`src/rtl/mic1_mem_ctrl_if.sv`:
```
// Memory-side bus of the MIC-1 memory controller: one outstanding word
// request at a time, completed by mem_ack with any number of wait cycles.
interface mic1_mem_ctrl_if;
    logic        mem_req;
    logic        mem_we;
    logic [29:0] mem_addr;
    logic [31:0] mem_wdata;
    logic [31:0] mem_rdata;
    logic        mem_ack;

    modport master (
        output mem_req,
        output mem_we,
        output mem_addr,
        output mem_wdata,
        input  mem_rdata,
        input  mem_ack
    );

    modport slave (
        input  mem_req,
        input  mem_we,
        input  mem_addr,
        input  mem_wdata,
        output mem_rdata,
        output mem_ack
    );
endinterface

```
`src/rtl/mic1_mem_ctrl.sv`:
```
// MIC-1 memory controller. Takes the {wr, rd, fetch} bits of the current
// microinstruction, turns them into word requests on the memory bus and
// returns the results in MDR (rd) and MBR (fetch). A data operation issued
// together with a fetch runs first, and the fetch follows directly without
// passing through IDLE. busy stalls the microsequencer while work is pending.
module mic1_mem_ctrl (
    input  logic                   clk,
    input  logic                   rst,
    input  logic [2:0]             mem_ops,
    input  logic [31:0]            MAR,
    input  logic [31:0]            MDR_in,
    input  logic [31:0]            PC,
    output logic [31:0]            MDR,
    output logic                   mdr_valid,
    output logic [7:0]             MBR,
    output logic                   mbr_valid,
    output logic                   busy,
    mic1_mem_ctrl_if.master        mem
);

    typedef enum logic [1:0] {
        IDLE  = 2'd0,
        DATA  = 2'd1,
        FETCH = 2'd2
    } state_e;

    state_e      state_q,     state_d;
    logic        wr_q,        wr_d;
    logic        rd_q,        rd_d;
    logic        fetch_q,     fetch_d;
    logic [29:0] mar_q,       mar_d;
    logic [31:0] wdata_q,     wdata_d;
    logic [31:0] pc_q,        pc_d;
    logic [31:0] mdr_q,       mdr_d;
    logic [7:0]  mbr_q,       mbr_d;
    logic        mdr_valid_q, mdr_valid_d;
    logic        mbr_valid_q, mbr_valid_d;

    logic [7:0]  fetch_byte;
    logic        req_o;
    logic        we_o;
    logic [29:0] addr_o;
    logic [31:0] wdata_o;

    // MAR is a word address; its top two bits have no meaning on this bus.
    logic unused_mar_hi;
    assign unused_mar_hi = ^MAR[31:30];

    // Big-endian byte lane chosen by the low two bits of the latched PC.
    always_comb begin
        fetch_byte = 8'h00;
        case (pc_q[1:0])
            2'b00:   fetch_byte = mem.mem_rdata[31:24];
            2'b01:   fetch_byte = mem.mem_rdata[23:16];
            2'b10:   fetch_byte = mem.mem_rdata[15:8];
            default: fetch_byte = mem.mem_rdata[7:0];
        endcase
    end

    // Next-state logic: accept new work only in IDLE, sequence DATA then FETCH.
    always_comb begin
        state_d     = state_q;
        wr_d        = wr_q;
        rd_d        = rd_q;
        fetch_d     = fetch_q;
        mar_d       = mar_q;
        wdata_d     = wdata_q;
        pc_d        = pc_q;
        mdr_d       = mdr_q;
        mbr_d       = mbr_q;
        mdr_valid_d = 1'b0;
        mbr_valid_d = 1'b0;

        case (state_q)
            IDLE: begin
                if (mem_ops != 3'b000) begin
                    wr_d    = mem_ops[2];
                    rd_d    = mem_ops[1] & ~mem_ops[2];
                    fetch_d = mem_ops[0];
                    mar_d   = MAR[29:0];
                    wdata_d = MDR_in;
                    pc_d    = PC;
                    if (mem_ops[2] | mem_ops[1]) begin
                        state_d = DATA;
                    end else begin
                        state_d = FETCH;
                    end
                end
            end
            DATA: begin
                if (mem.mem_ack) begin
                    if (rd_q) begin
                        mdr_d       = mem.mem_rdata;
                        mdr_valid_d = 1'b1;
                    end
                    if (fetch_q) begin
                        state_d = FETCH;
                    end else begin
                        state_d = IDLE;
                    end
                end
            end
            FETCH: begin
                if (mem.mem_ack) begin
                    mbr_d       = fetch_byte;
                    mbr_valid_d = 1'b1;
                    state_d     = IDLE;
                end
            end
            default: begin
                state_d = IDLE;
            end
        endcase
    end

    // State, latched operands and result registers; reset abandons any transaction.
    always_ff @(posedge clk or negedge rst) begin
        if (!rst) begin
            state_q     <= IDLE;
            wr_q        <= 1'b0;
            rd_q        <= 1'b0;
            fetch_q     <= 1'b0;
            mar_q       <= 30'd0;
            wdata_q     <= 32'd0;
            pc_q        <= 32'd0;
            mdr_q       <= 32'd0;
            mbr_q       <= 8'd0;
            mdr_valid_q <= 1'b0;
            mbr_valid_q <= 1'b0;
        end else begin
            state_q     <= state_d;
            wr_q        <= wr_d;
            rd_q        <= rd_d;
            fetch_q     <= fetch_d;
            mar_q       <= mar_d;
            wdata_q     <= wdata_d;
            pc_q        <= pc_d;
            mdr_q       <= mdr_d;
            mbr_q       <= mbr_d;
            mdr_valid_q <= mdr_valid_d;
            mbr_valid_q <= mbr_valid_d;
        end
    end

    // Bus drive decoded from state; everything idles at zero outside a request.
    always_comb begin
        req_o   = 1'b0;
        we_o    = 1'b0;
        addr_o  = 30'd0;
        wdata_o = 32'd0;
        case (state_q)
            DATA: begin
                req_o   = 1'b1;
                we_o    = wr_q;
                addr_o  = mar_q;
                wdata_o = wdata_q;
            end
            FETCH: begin
                req_o   = 1'b1;
                addr_o  = pc_q[31:2];
            end
            default: begin
                req_o   = 1'b0;
            end
        endcase
    end

    assign mem.mem_req   = req_o;
    assign mem.mem_we    = we_o;
    assign mem.mem_addr  = addr_o;
    assign mem.mem_wdata = wdata_o;

    assign busy      = (state_q != IDLE);
    assign MDR       = mdr_q;
    assign MBR       = mbr_q;
    assign mdr_valid = mdr_valid_q;
    assign mbr_valid = mbr_valid_q;

endmodule

```
`src/flat_wrapper.sv`:
```
// flat-port wrapper written by rule: the top's interface ports become plain ports
module mic1_mem_ctrl_flat 
  (clk, rst, mem_ops, MAR, MDR_in, PC, MDR, mdr_valid, MBR, mbr_valid, busy, mem_mem_req, mem_mem_we, mem_mem_addr, mem_mem_wdata, mem_mem_rdata, mem_mem_ack);
  mic1_mem_ctrl_if mem_i ();
  input  logic clk;
  input  logic rst;
  input  logic [2:0] mem_ops;
  input  logic [31:0] MAR;
  input  logic [31:0] MDR_in;
  input  logic [31:0] PC;
  output logic [31:0] MDR;
  output logic mdr_valid;
  output logic [7:0] MBR;
  output logic mbr_valid;
  output logic busy;
  output wire logic [$bits(mem_i.mem_req)-1:0] mem_mem_req;
  output wire logic [$bits(mem_i.mem_we)-1:0] mem_mem_we;
  output wire logic [$bits(mem_i.mem_addr)-1:0] mem_mem_addr;
  output wire logic [$bits(mem_i.mem_wdata)-1:0] mem_mem_wdata;
  input wire logic [$bits(mem_i.mem_rdata)-1:0] mem_mem_rdata;
  input wire logic [$bits(mem_i.mem_ack)-1:0] mem_mem_ack;
  assign mem_mem_req = mem_i.mem_req;
  assign mem_mem_we = mem_i.mem_we;
  assign mem_mem_addr = mem_i.mem_addr;
  assign mem_mem_wdata = mem_i.mem_wdata;
  assign mem_i.mem_rdata = mem_mem_rdata;
  assign mem_i.mem_ack = mem_mem_ack;
  mic1_mem_ctrl u_core (.clk(clk), .rst(rst), .mem_ops(mem_ops), .MAR(MAR), .MDR_in(MDR_in), .PC(PC), .MDR(MDR), .mdr_valid(mdr_valid), .MBR(MBR), .mbr_valid(mbr_valid), .busy(busy), .mem(mem_i));
endmodule
```
`config.mk`:
```
export PLATFORM = sky130hd
export DESIGN_NAME = mic1_mem_ctrl_flat
export DESIGN_NICKNAME = d
export VERILOG_FILES = /design/src/rtl/mic1_mem_ctrl_if.sv /design/src/rtl/mic1_mem_ctrl.sv /design/src/flat_wrapper.sv
export SDC_FILE = /design/constraint.sdc
export NUM_CORES = 1
export LEC_CHECK = 0
export ABC_AREA = 1
export ABC_CLOCK_PERIOD_IN_PS = 3300
export BUFFER_PORTS_ARGS = -buffer_cell sky130_fd_sc_hd__clkbuf_2
export CAP_MARGIN = 20
export CORE_MARGIN = 2
export CORE_UTILIZATION = 24
export DETAILED_ROUTE_END_ITERATION = 10
export PLACE_DENSITY = 0.42
export REMOVE_ABC_BUFFERS = 1
export SLEW_MARGIN = 0
export SYNTH_ARGS = -nofsm -noshare
export SYNTH_HDL_FRONTEND = slang
export SYNTH_SLANG_ARGS = --single-unit
```
`constraint.sdc`:
```
create_clock -name clk -period 3.3 [get_ports clk]
set_clock_uncertainty 0.1 [all_clocks]
set_input_delay 0 -clock clk [delete_from_list [all_inputs] [get_ports clk]]
set_output_delay 0 -clock clk [all_outputs]
set_load 0.01 [all_outputs]
```
==> impl_metrics.json, run 1 <==
{
  "cpPeakStageDelay_ps": 570,
  "leakage_uw": 0.00552,
  "grt_pass1_wl_mm": 33.5,
  "avgSynthCellArea_sq_um": 7.62,
  "setup_viol": 0,
  "finalCritPeriodShare": 0.722,
  "dr_wl_met2_mm": 9.19,
  "ys_top_cells_by_area": "dfrtp_1 56%, nand2_1 27%, inv_1 4.5%, o21ai_0 3.4%, a21oi_1 3.0%",
  "cpMaxStageDelayCell": "buf_4",
  "cp-start-kind": "flip-flop",
  "num_vias": 6272,
  "numCtsBuffers": 17,
  "ys_ff_latch": 141,
  "crit_type": "flip-flop to output port",
  "top_level_ports": 241,
  "clockBufferDepth": 2,
  "grt_pass1_vias": 6452,
  "wl_per_cell_microns": 13.3,
  "antenna_found_initial": 1,
  "grt_max_degree": 81,
  "synth_top_area_share": 0.559,
  "initial_core_util": 0.244,
  "timing.slew.headroom": 0.464,
  "synth_warnings": 0,
  "port_buffers": 238,
  "fp-row-count": 59,
  "fmax_mhz": 420,
  "endpoint_kind": "output port",
  "cp_max_fo": 65,
  "cts_hold_buf": 131,
  "firstDrtPassIters": 4,
  "layout-drive-gt1-share": 0.238,
  "placedCellCount": 1367,
  "dr.first_iter.drc_count": 297,
  "ant_nets": 0,
  "yosys.area.top_type": "dfrtp_1",
  "drv_cap": 0,
  "yosysSeqAreaShare": 0.559,
  "status": "finished clean",
  "grt_setup_unrepaired": "no",
  "dieArea_sq_mm": 0.0276,
  "syn-cell-area_sq_mm": 0.00631,
  "drt-met1-wl_mm": 9.58,
  "clkTransAtPathRegs_ps": 70,
  "h-tree-depth": 4,
  "nets": 1320,
  "grt_overflow": 0,
  "synth_cells": 828,
  "power_density_mw_per_mm2": 884,
  "report.final.slew_viol_count": 0,
  "rr_worst_depth": 7,
  "hold_path.class": "primary input to async pin",
  "die_w_microns": 166,
  "ys_types": 17,
  "regToRegEndpoint": "u_core.wdata_q[10]$_DFFE_PN0P_",
  "dpl_cell_area_sq_mm": 0.00786,
  "cts_root_buffer": "clkbuf_16",
  "gp_congestion": 0.744,
  "area_growth_pct": 55.1,
  "post_cts_buffers": 0,
  "fin_area_sq_mm": 0.00979,
  "arrival_ps": 2280,
  "die_h_microns": 166,
  "grt_use_total": 0.150,
  "finalHoldViolCount": 0,
  "wirelength_mm": 20.4,
  "maxUsedRoutingLayer": "met4",
  "vias_per_cell": 4.10,
  "worstMarginPinSlew_ps": 805,
  "ir_worst_vdd_mv": 0.385,
  "worst_ep_required_time_ps": 3200,
  "period_needed_ps": 2380,
  "core_sq_mm": 0.0259,
  "drc_errors": 0,
  "ctsResizeCount": 0,
  "clk_latency_ps": 420,
  "wl_met3_mm": 1.41,
  "clkSinkCount": 141,
  "ff2ff_setup_slack_ps": 1160,
  "worstPathCellList": "inv_1 > ha_2 > buf_4 > nand2_1 > a21oi_1 > clkbuf_2",
  "dpl.hpwl_mm": 13.3,
  "layoutNonFillerInstCount": 1530,
  "cts_tree": "built",
  "r2r_start": "u_core.state_q[0]$_DFFE_PN0P_"
}
-- worst max-delay path: cells and delay by family (launching register included) --
family,cells,cell delay [ps]
AO/OA/AOI/OAI,1,190
buffers and inverters,3,860
flip-flops,1,390
adder cells (fa/ha/maj),1,200
AND/OR/NAND/NOR,1,130
-- worst max-delay path by stage --
| stage | start | endpoint | slack [ps] | cells after the start |
|---|---|---|---|---|
| after global placement | u_core.state_q[1]$_DFFE_PN0P_ | u_core.mar_q[23]$_DFFE_PN0P_ | 1130 | 7 |
| after CTS | u_core.state_q[1]$_DFFE_PN0P_ | mem_mem_addr[14] | 830 | 6 |
| after detailed placement | u_core.state_q[1]$_DFFE_PN0P_ | u_core.wdata_q[10]$_DFFE_PN0P_ | 1150 | 7 |
| final | u_core.state_q[1]$_DFFE_PN0P_ | mem_mem_addr[3] | 920 | 6 |
| after floorplan | u_core.state_q[1]$_DFFE_PN0P_ | u_core.MDR[0]$_DFFE_PN0P_ | -410 | 4 |
| after global routing | u_core.state_q[0]$_DFFE_PN0P_ | mem_mem_addr[20] | 740 | 6 |
-- metal layers --
| metal | global-route usage | up-vias |
|---|---|---|
| li1 | - | 3209 |
| met1 | 0.195 | 2862 |
| met2 | 0.244 | 185 |
| met3 | 0.0496 | 16 |
| met4 | 0.0336 | 0 |
| met5 | 0 | - |
-- synth_stat cells, drive strengths merged --
cell    instances
ha              4
nand2         456
clkbuf         25
inv            77
o21bai          1
o21ai          44
dfrtp         141
nand3          20
and3            1
a21oi          38
buf            18
nor2            3
-- kinds of logic after synthesis --
group	share of synthesized area
AOI/OAI and AO/OA	0.0668
adders and majority gates	0.00793
buffers and inverters	0.0761
DFF	0.559
and+or+nand+nor	0.290
-- cells in the final DEF, fill, tap and decap left out, types with 2 or more instances in the layout --
| master | count |
|---|---|
| nand2_1 | 455 |
| clkbuf_2 | 237 |
| dfrtp_1 | 141 |
| dlygate4sd3_1 | 131 |
| inv_1 | 76 |
| o21ai_0 | 43 |
| a21oi_1 | 38 |
| nand3_1 | 19 |
| clkbuf_16 | 17 |
| buf_4 | 7 |
| clkinv_2 | 4 |
| bufinv_16 | 4 |
| ha_1 | 3 |
| clkinv_4 | 3 |
| nor2_1 | 2 |
| inv_6 | 2 |
-- through the flow --
stage / setup slack [ps] / hold WS [ps] / util / total power (uW) / TNS, ps
after floorplan: -411 / -396 / - / 5110 / -13150
after global placement: 1130 / 35.8 / 0.302 / 6570 / 0
after detailed placement: 1150 / 32.6 / 0.303 / 6620 / 0
after CTS: 835 / 139 / 0.378 / 8850 / 0
after global routing: 737 / 182 / 0.378 / 9480 / 0
final: 917 / 113 / 0.378 / 8650 / 0
-- registers in the layout, summed over array words and instances, names as in the netlist, 2 cells and up --
name	count
u_core.MDR	32
u_core.pc_q	32
u_core.wdata_q	32
u_core.mar_q	30
u_core.MBR	8
u_core.state_q	2
-- area by class of cell --
type,instances,area (sq um)
fillers,2764,16100
repair buffers,378,2610
clock buffers,17,425
well taps,335,419
inverters,77,289
multi-input cells,567,2330
diodes,1,2.50
flip-flops and latches,141,3530
clock inverters,14,191
-- power breakdown --
part	internal [uW]	switching [uW]
sequential	2600	489
combinational	1270	2250
clock	1260	775
(Power assumes the default switching activity.)
==> run 2: changes to the inputs <==
--- a/config.mk
+++ b/config.mk
@@ -6,7 +6,7 @@
 export NUM_CORES = 1
 export LEC_CHECK = 0
 export ABC_AREA = 1
-export ABC_CLOCK_PERIOD_IN_PS = 3300
+export ABC_CLOCK_PERIOD_IN_PS = 2300
 export BUFFER_PORTS_ARGS = -buffer_cell sky130_fd_sc_hd__clkbuf_2
 export CAP_MARGIN = 20
 export CORE_MARGIN = 2
==> constraint.sdc (replaced) <==
create_clock -name clk -period 2.3 [get_ports clk]
set_clock_uncertainty 0.1 [all_clocks]
set_input_delay 0 -clock clk [delete_from_list [all_inputs] [get_ports clk]]
set_output_delay 0 -clock clk [all_outputs]
set_load 0.01 [all_outputs]
==> run 2 against run 1 <==
Net effect:
- first-iteration DRC count fell by 9.8%
- cell count rose by 0.59%
- critical path type unchanged
- largest power group unchanged
- register-to-register slack got worse by 740 ps
- die area did not move
- critical path depth did not move
- clock power rose by 41%
==> impl_metrics.json, run 2 (same netlist as run 1, synthesis figures left out) <==
{
  "status": "finished clean",
  "power_uw": 12700,
  "vias_per_cell": 4.12,
  "wl_per_cell_microns": 13.7,
  "die_h_microns": 166,
  "hold_path.class": "primary input to async pin",
  "gp_congestion": 0.738,
  "initial_core_util": 0.244,
  "fin_area_sq_mm": 0.00994,
  "die_w_microns": 166,
  "cts_tree": "built",
  "finalCritPeriodShare": 0.910,
  "layout-drive-gt1-share": 0.243,
  "setup_viol": 0,
  "diodes": 0,
  "drv_cap": 0,
  "finalHoldViolCount": 0,
  "core_sq_mm": 0.0259,
  "ir_worst_vdd_mv": 0.709,
  "port_buffers": 238,
  "cpMaxStageDelayCell": "ha_2",
  "endpoint_kind": "output port",
  "clkTransAtPathRegs_ps": 70,
  "fp-row-count": 59,
  "report.final.slew_viol_count": 0,
  "worst_ep_required_time_ps": 2200,
  "power_density_mw_per_mm2": 1280,
  "grt_setup_unrepaired": "no",
  "ant_nets": 0,
  "grt_pass1_vias": 6622,
  "area_growth_pct": 57.4,
  "ctsResizeCount": 0,
  "dpl.hpwl_mm": 13.9,
  "maxUsedRoutingLayer": "met4",
  "num_vias": 6348,
  "dpl_cell_area_sq_mm": 0.00803,
  "grt_overflow": 0,
  "timing.setup.tns_ps": 0,
  "layout_common_cells": "455 x nand2_1, 237 x clkbuf_2, 141 x dfrtp_1",
  "cpPeakStageDelay_ps": 440,
  "fin_ws_ps": 207,
  "dieArea_sq_mm": 0.0276,
  "h-tree-depth": 4,
  "worstPathCellList": "inv_1 > ha_2 > buf_12 > nand2_1 > a21oi_1 > clkbuf_2",
  "arrival_ps": 1990,
  "cts_root_buffer": "clkbuf_16",
  "antenna_found_initial": 0,
  "clk_latency_ps": 410,
  "post-place-ws_ps": 440,
  "fmax_mhz": 478,
  "top_level_ports": 241,
  "dr.first_iter.drc_count": 268,
  "cp-start-kind": "flip-flop",
  "cp_max_fo": 20,
  "worstMarginPinSlew_ps": 643,
  "firstDrtPassIters": 4,
  "drc_errors": 0,
  "final_common_cell": "nand2_1",
  "numCtsBuffers": 17,
  "grt_use_total": 0.156,
  "wl_met3_mm": 1.45,
  "nets": 1330,
  "cp_top_family": "buffers and inverters",
  "drt-met1-wl_mm": 9.96,
  "clkSinkCount": 141,
  "period_needed_ps": 2090,
  "wirelength_mm": 21.1,
  "crit_type": "flip-flop to output port",
  "leakage_uw": 0.00559,
  "dr_wl_met2_mm": 9.51,
  "grt_pass1_wl_mm": 34.9,
  "clockBufferDepth": 2,
  "timing.slew.headroom": 0.570,
  "grt_max_degree": 65,
  "cp_num_buf_inv": 3
}
## run 2: changes by cell type in the layout (fill, tap and decap cells not counted), sizes merged
| cell | previous run | this run |
|---|---|---|
| buf | 10 | 20 |
| clkbuf | 254 | 256 |
| bufinv | 4 | 3 |
| clkinv | 7 | 6 |
| diode | 1 | 0 |
## run 2: worst register-to-register path, stage by stage, from the launching register on
cell and delay, ps:
dfrtp_1 410, inv_1 100, ha_1 330, inv_2 120
o21ai_4 230, buf_12 280, nand2_1 190, nand2_1 80
## run 2: metrics by stage
| stage | utilization | hold slack (ps) | std cells |
|---|---|---|---|
| global route | 0.383 | 108 | 1539 |
| detailed placement | 0.310 | -49.6 | 1377 |
| finish | 0.383 | 54.9 | 1539 |
| floorplan | - | -396 | 785 |
| global placement | 0.310 | -48.8 | 1377 |
| CTS | 0.383 | 69.2 | 1539 |
## run 2: final timing paths
check,from,end,slack (ps),depth (start not counted)
worst max-delay path,u_core.state_q[1]$_DFFE_PN0P_,mem_mem_addr[4],210,6
worst min-delay path,rst,u_core.wdata_q[13]$_DFFE_PN0P_,50,2
worst max register to register,u_core.state_q[0]$_DFFE_PN0P_,u_core.pc_q[19]$_DFFE_PN0P_,420,7
worst min register to register,u_core.pc_q[6]$_DFFE_PN0P_,u_core.pc_q[6]$_DFFE_PN0P_,380,2
max in group asynchronous,rst,u_core.wdata_q[24]$_DFFE_PN0P_,1330,3
min in group clk,MDR_in[23],u_core.wdata_q[23]$_DFFE_PN0P_,210,4
## run 2: per-layer routing
layer	up-vias	track usage
met5	-	0
met4	0	0.0348
met3	9	0.0439
met2	201	0.256
met1	2905	0.205
li1	3233	-
## run 2: area by class of cell
type	count	area (sq um)
clock buffer	19	433
clock inverter	12	164
fill	2720	16000
inverter	77	289
multi-input combinational	567	2330
sequential	141	3530
tap	335	419
timing repair buffer	388	2780
## run 2: where the power goes
| group | switching (uW) | internal (uW) |
|---|---|---|
| sequential | 657 | 3740 |
| clock | 1150 | 1720 |
| combinational | 3370 | 2050 |
## run 2: timing repair
action                                 CTS  global route
setup endpoints to repair                0             0
endpoints found under the hold margin  238             0
hold buffers                           131             0
setup buffers                            0             0
==> run 3: changes to the inputs <==
--- a/config.mk
+++ b/config.mk
@@ -5,7 +5,6 @@
 export SDC_FILE = /design/constraint.sdc
 export NUM_CORES = 1
 export LEC_CHECK = 0
-export ABC_AREA = 1
 export ABC_CLOCK_PERIOD_IN_PS = 2300
 export BUFFER_PORTS_ARGS = -buffer_cell sky130_fd_sc_hd__clkbuf_2
 export CAP_MARGIN = 20
==> run 3 against run 2 <==
Net effect:
- wire length down 14%
- total power increased by 2.5%
- non-clock buffer count down 4
- worst setup slack worse by 18 ps
- synthesized cell count is 45% lower
- flip-flop and latch count is the same
- utilization down 1.2 points
- worst hold slack improved by 27 ps
- first-iteration DRC count shrank 52%
- die area is 2.4% higher
- clock power decreased by 5%
- via count decreased by 21%
- critical endpoint is now mem_mem_addr[20]
==> impl_metrics.json, run 3 <==
{
  "layoutNonFillerInstCount": 1181,
  "grt_pass1_vias": 5593,
  "dpl.hpwl_mm": 12.0,
  "fin_area_sq_mm": 0.00993,
  "clockBufferDepth": 2,
  "finalCritPeriodShare": 0.918,
  "wirelength_mm": 18.2,
  "report.final.slew_viol_count": 0,
  "die_h_microns": 168,
  "yosysSeqAreaShare": 0.546,
  "n_fill_cell": 2594,
  "ys_ff_latch": 141,
  "leakage_uw": 0.00478,
  "setup_viol": 0,
  "yosys.area.top_type": "dfrtp_1",
  "h-tree-depth": 4,
  "timing.slew.headroom": 0.519,
  "vias_per_cell": 4.25,
  "period_needed_ps": 2110,
  "fmax_mhz": 474,
  "endpoint_kind": "output port",
  "drv_cap": 0,
  "antenna_found_initial": 0,
  "grt_pass1_wl_mm": 29.5,
  "ff2ff_setup_slack_ps": 210,
  "gp_congestion": 0.750,
  "layout_common_cells": "237 x clkbuf_2, 141 x dfrtp_1, 133 x dlygate4sd3_1",
  "area_growth_pct": 53.5,
  "fp-row-count": 60,
  "status": "finished clean",
  "post_cts_buffers": 0,
  "ys_top_cells_by_area": "dfrtp_1 55%, mux2_2 13%, mux2_4 11%, a22oi_1 3.6%, and2_1 3.2%",
  "clkSinkCount": 141,
  "clk_latency_ps": 410,
  "port_buffers": 238,
  "firstDrtPassIters": 4,
  "arrival_ps": 2010,
  "placedCellCount": 1015,
  "dr.first_iter.drc_count": 128,
  "grt_setup_unrepaired": "no",
  "cts_root_buffer": "clkbuf_16",
  "core_sq_mm": 0.0267,
  "grt_use_total": 0.132,
  "worstMarginPinSlew_ps": 722,
  "synthTopCellsByCount": "141 x dfrtp_1, 77 x mux2_2, 49 x mux2_4",
  "finalHoldViolCount": 0,
  "numCtsBuffers": 17,
  "syn-cell-area_sq_mm": 0.00647,
  "power_uw": 13000,
  "final_common_cell": "clkbuf_2",
  "drc_errors": 0,
  "worst_ep_required_time_ps": 2200,
  "die_w_microns": 168,
  "ant_nets": 0,
  "clkTransAtPathRegs_ps": 70,
  "dpl_cell_area_sq_mm": 0.00801,
  "num_vias": 5021,
  "cp_max_fo": 35,
  "power_density_mw_per_mm2": 1310,
  "synth_edf_count": 0,
  "wl_per_cell_microns": 15.4,
  "ir_worst_vdd_mv": 0.534,
  "synth_cells": 454,
  "nets": 964,
  "initial_core_util": 0.242,
  "hold_ws_ps": 81.5,
  "layout-drive-gt1-share": 0.493,
  "dieArea_sq_mm": 0.0283,
  "yosys.cell_count.top_type": "dfrtp_1",
  "grt_max_degree": 71,
  "crit_type": "flip-flop to output port",
  "cts_tree": "built",
  "avgSynthCellArea_sq_um": 14.2,
  "hold_path.class": "primary input to async pin",
  "top_level_ports": 241,
  "utilization": 0.372,
  "grt_overflow": 0,
  "synth_top_area_share": 0.546,
  "ys_types": 31,
  "async_flop_share": 1.00,
  "synthFlopType": "dfrtp_1",
  "synth_warnings": 0,
  "cp-start-kind": "flip-flop"
}
## run 3: changes by cell type after synthesis, sizes merged, moves of 31 or more
cell   change
a21oi     -37
and2      +33
inv       -72
o21ai     -42
mux2     +126
a22oi     +31
nand2    -444
## run 3: per-layer routing
metal  track usage  up-vias  routed length, microns
li1              -     2358                       -
met1         0.172     2492                    8660
met2         0.220      162                    8500
met3        0.0341        9                     910
met4        0.0330        0                     142
met5             0        -                       0
## run 3: layout make-up
cell class,instances,area [sq um],area share
Tap cell,341,427,0.0430
Multi-Input combinational cell,277,2700,0.272
Timing Repair Buffer,384,2680,0.270
Clock buffer,19,443,0.0446
Clock inverter,13,131,0.0132
Inverter,5,18.8,0.00189
Antenna cell,1,2.50,0.000252
Sequential cell,141,3530,0.355
## run 3: final timing paths
| path | end | startpoint | depth (start not counted) |
|---|---|---|---|
| max | mem_mem_addr[20] | u_core.state_q[1]$_DFFE_PN0P_ | 6 |
| min | u_core.pc_q[20]$_DFFE_PN0P_ | rst | 2 |
| max reg2reg | u_core.fetch_q$_DFFE_PN0P_ | u_core.state_q[0]$_DFFE_PN0P_ | 6 |
| min reg2reg | u_core.wr_q$_DFFE_PN0P_ | u_core.wr_q$_DFFE_PN0P_ | 1 |
| max in group asynchronous | u_core.pc_q[13]$_DFFE_PN0P_ | rst | 3 |
| min in group clk | u_core.wdata_q[25]$_DFFE_PN0P_ | MDR_in[25] | 3 |
## run 3: where the power goes
group	switching, uW	total (uW)	internal [uW]
sequential	665	4400	3740
clock	1180	2720	1540
combinational	2680	5880	3190
total	4530	13000	8470
## run 3: repair_timing
item | CTS | global route
endpoints found under the hold margin | 209 | 0
gates resized for setup | 0 | 3
hold buffers | 133 | 0
setup endpoints to repair | 0 | 20
## run 3: critical path, cell delays in order (launching register included)
cell	delay, ps
dfrtp_1	410
inv_1	130
ha_2	300
buf_6	320
a22oi_1	110
nor2b_1	160
clkbuf_2	160
## run 3: per-stage QoR
stage	TNS, ps	setup WS [ps]
floorplan	-34880	-1090
global placement	0	419
detailed placement	0	348
CTS	0	34.8
global route	0	8.43
finish	0	189
## run 3: cell families (layout without fill, tap and decap cells)
family	after synthesis	after routing	share of synthesized area
and+or+nand+nor	82	82	0.0758
other	0	1	0
muxes	142	142	0.273
adders and majority gates	4	4	0.00774
AOI/OAI and AO/OA	49	49	0.0584
buffers and inverters	36	421	0.0399
DFF	141	141	0.546
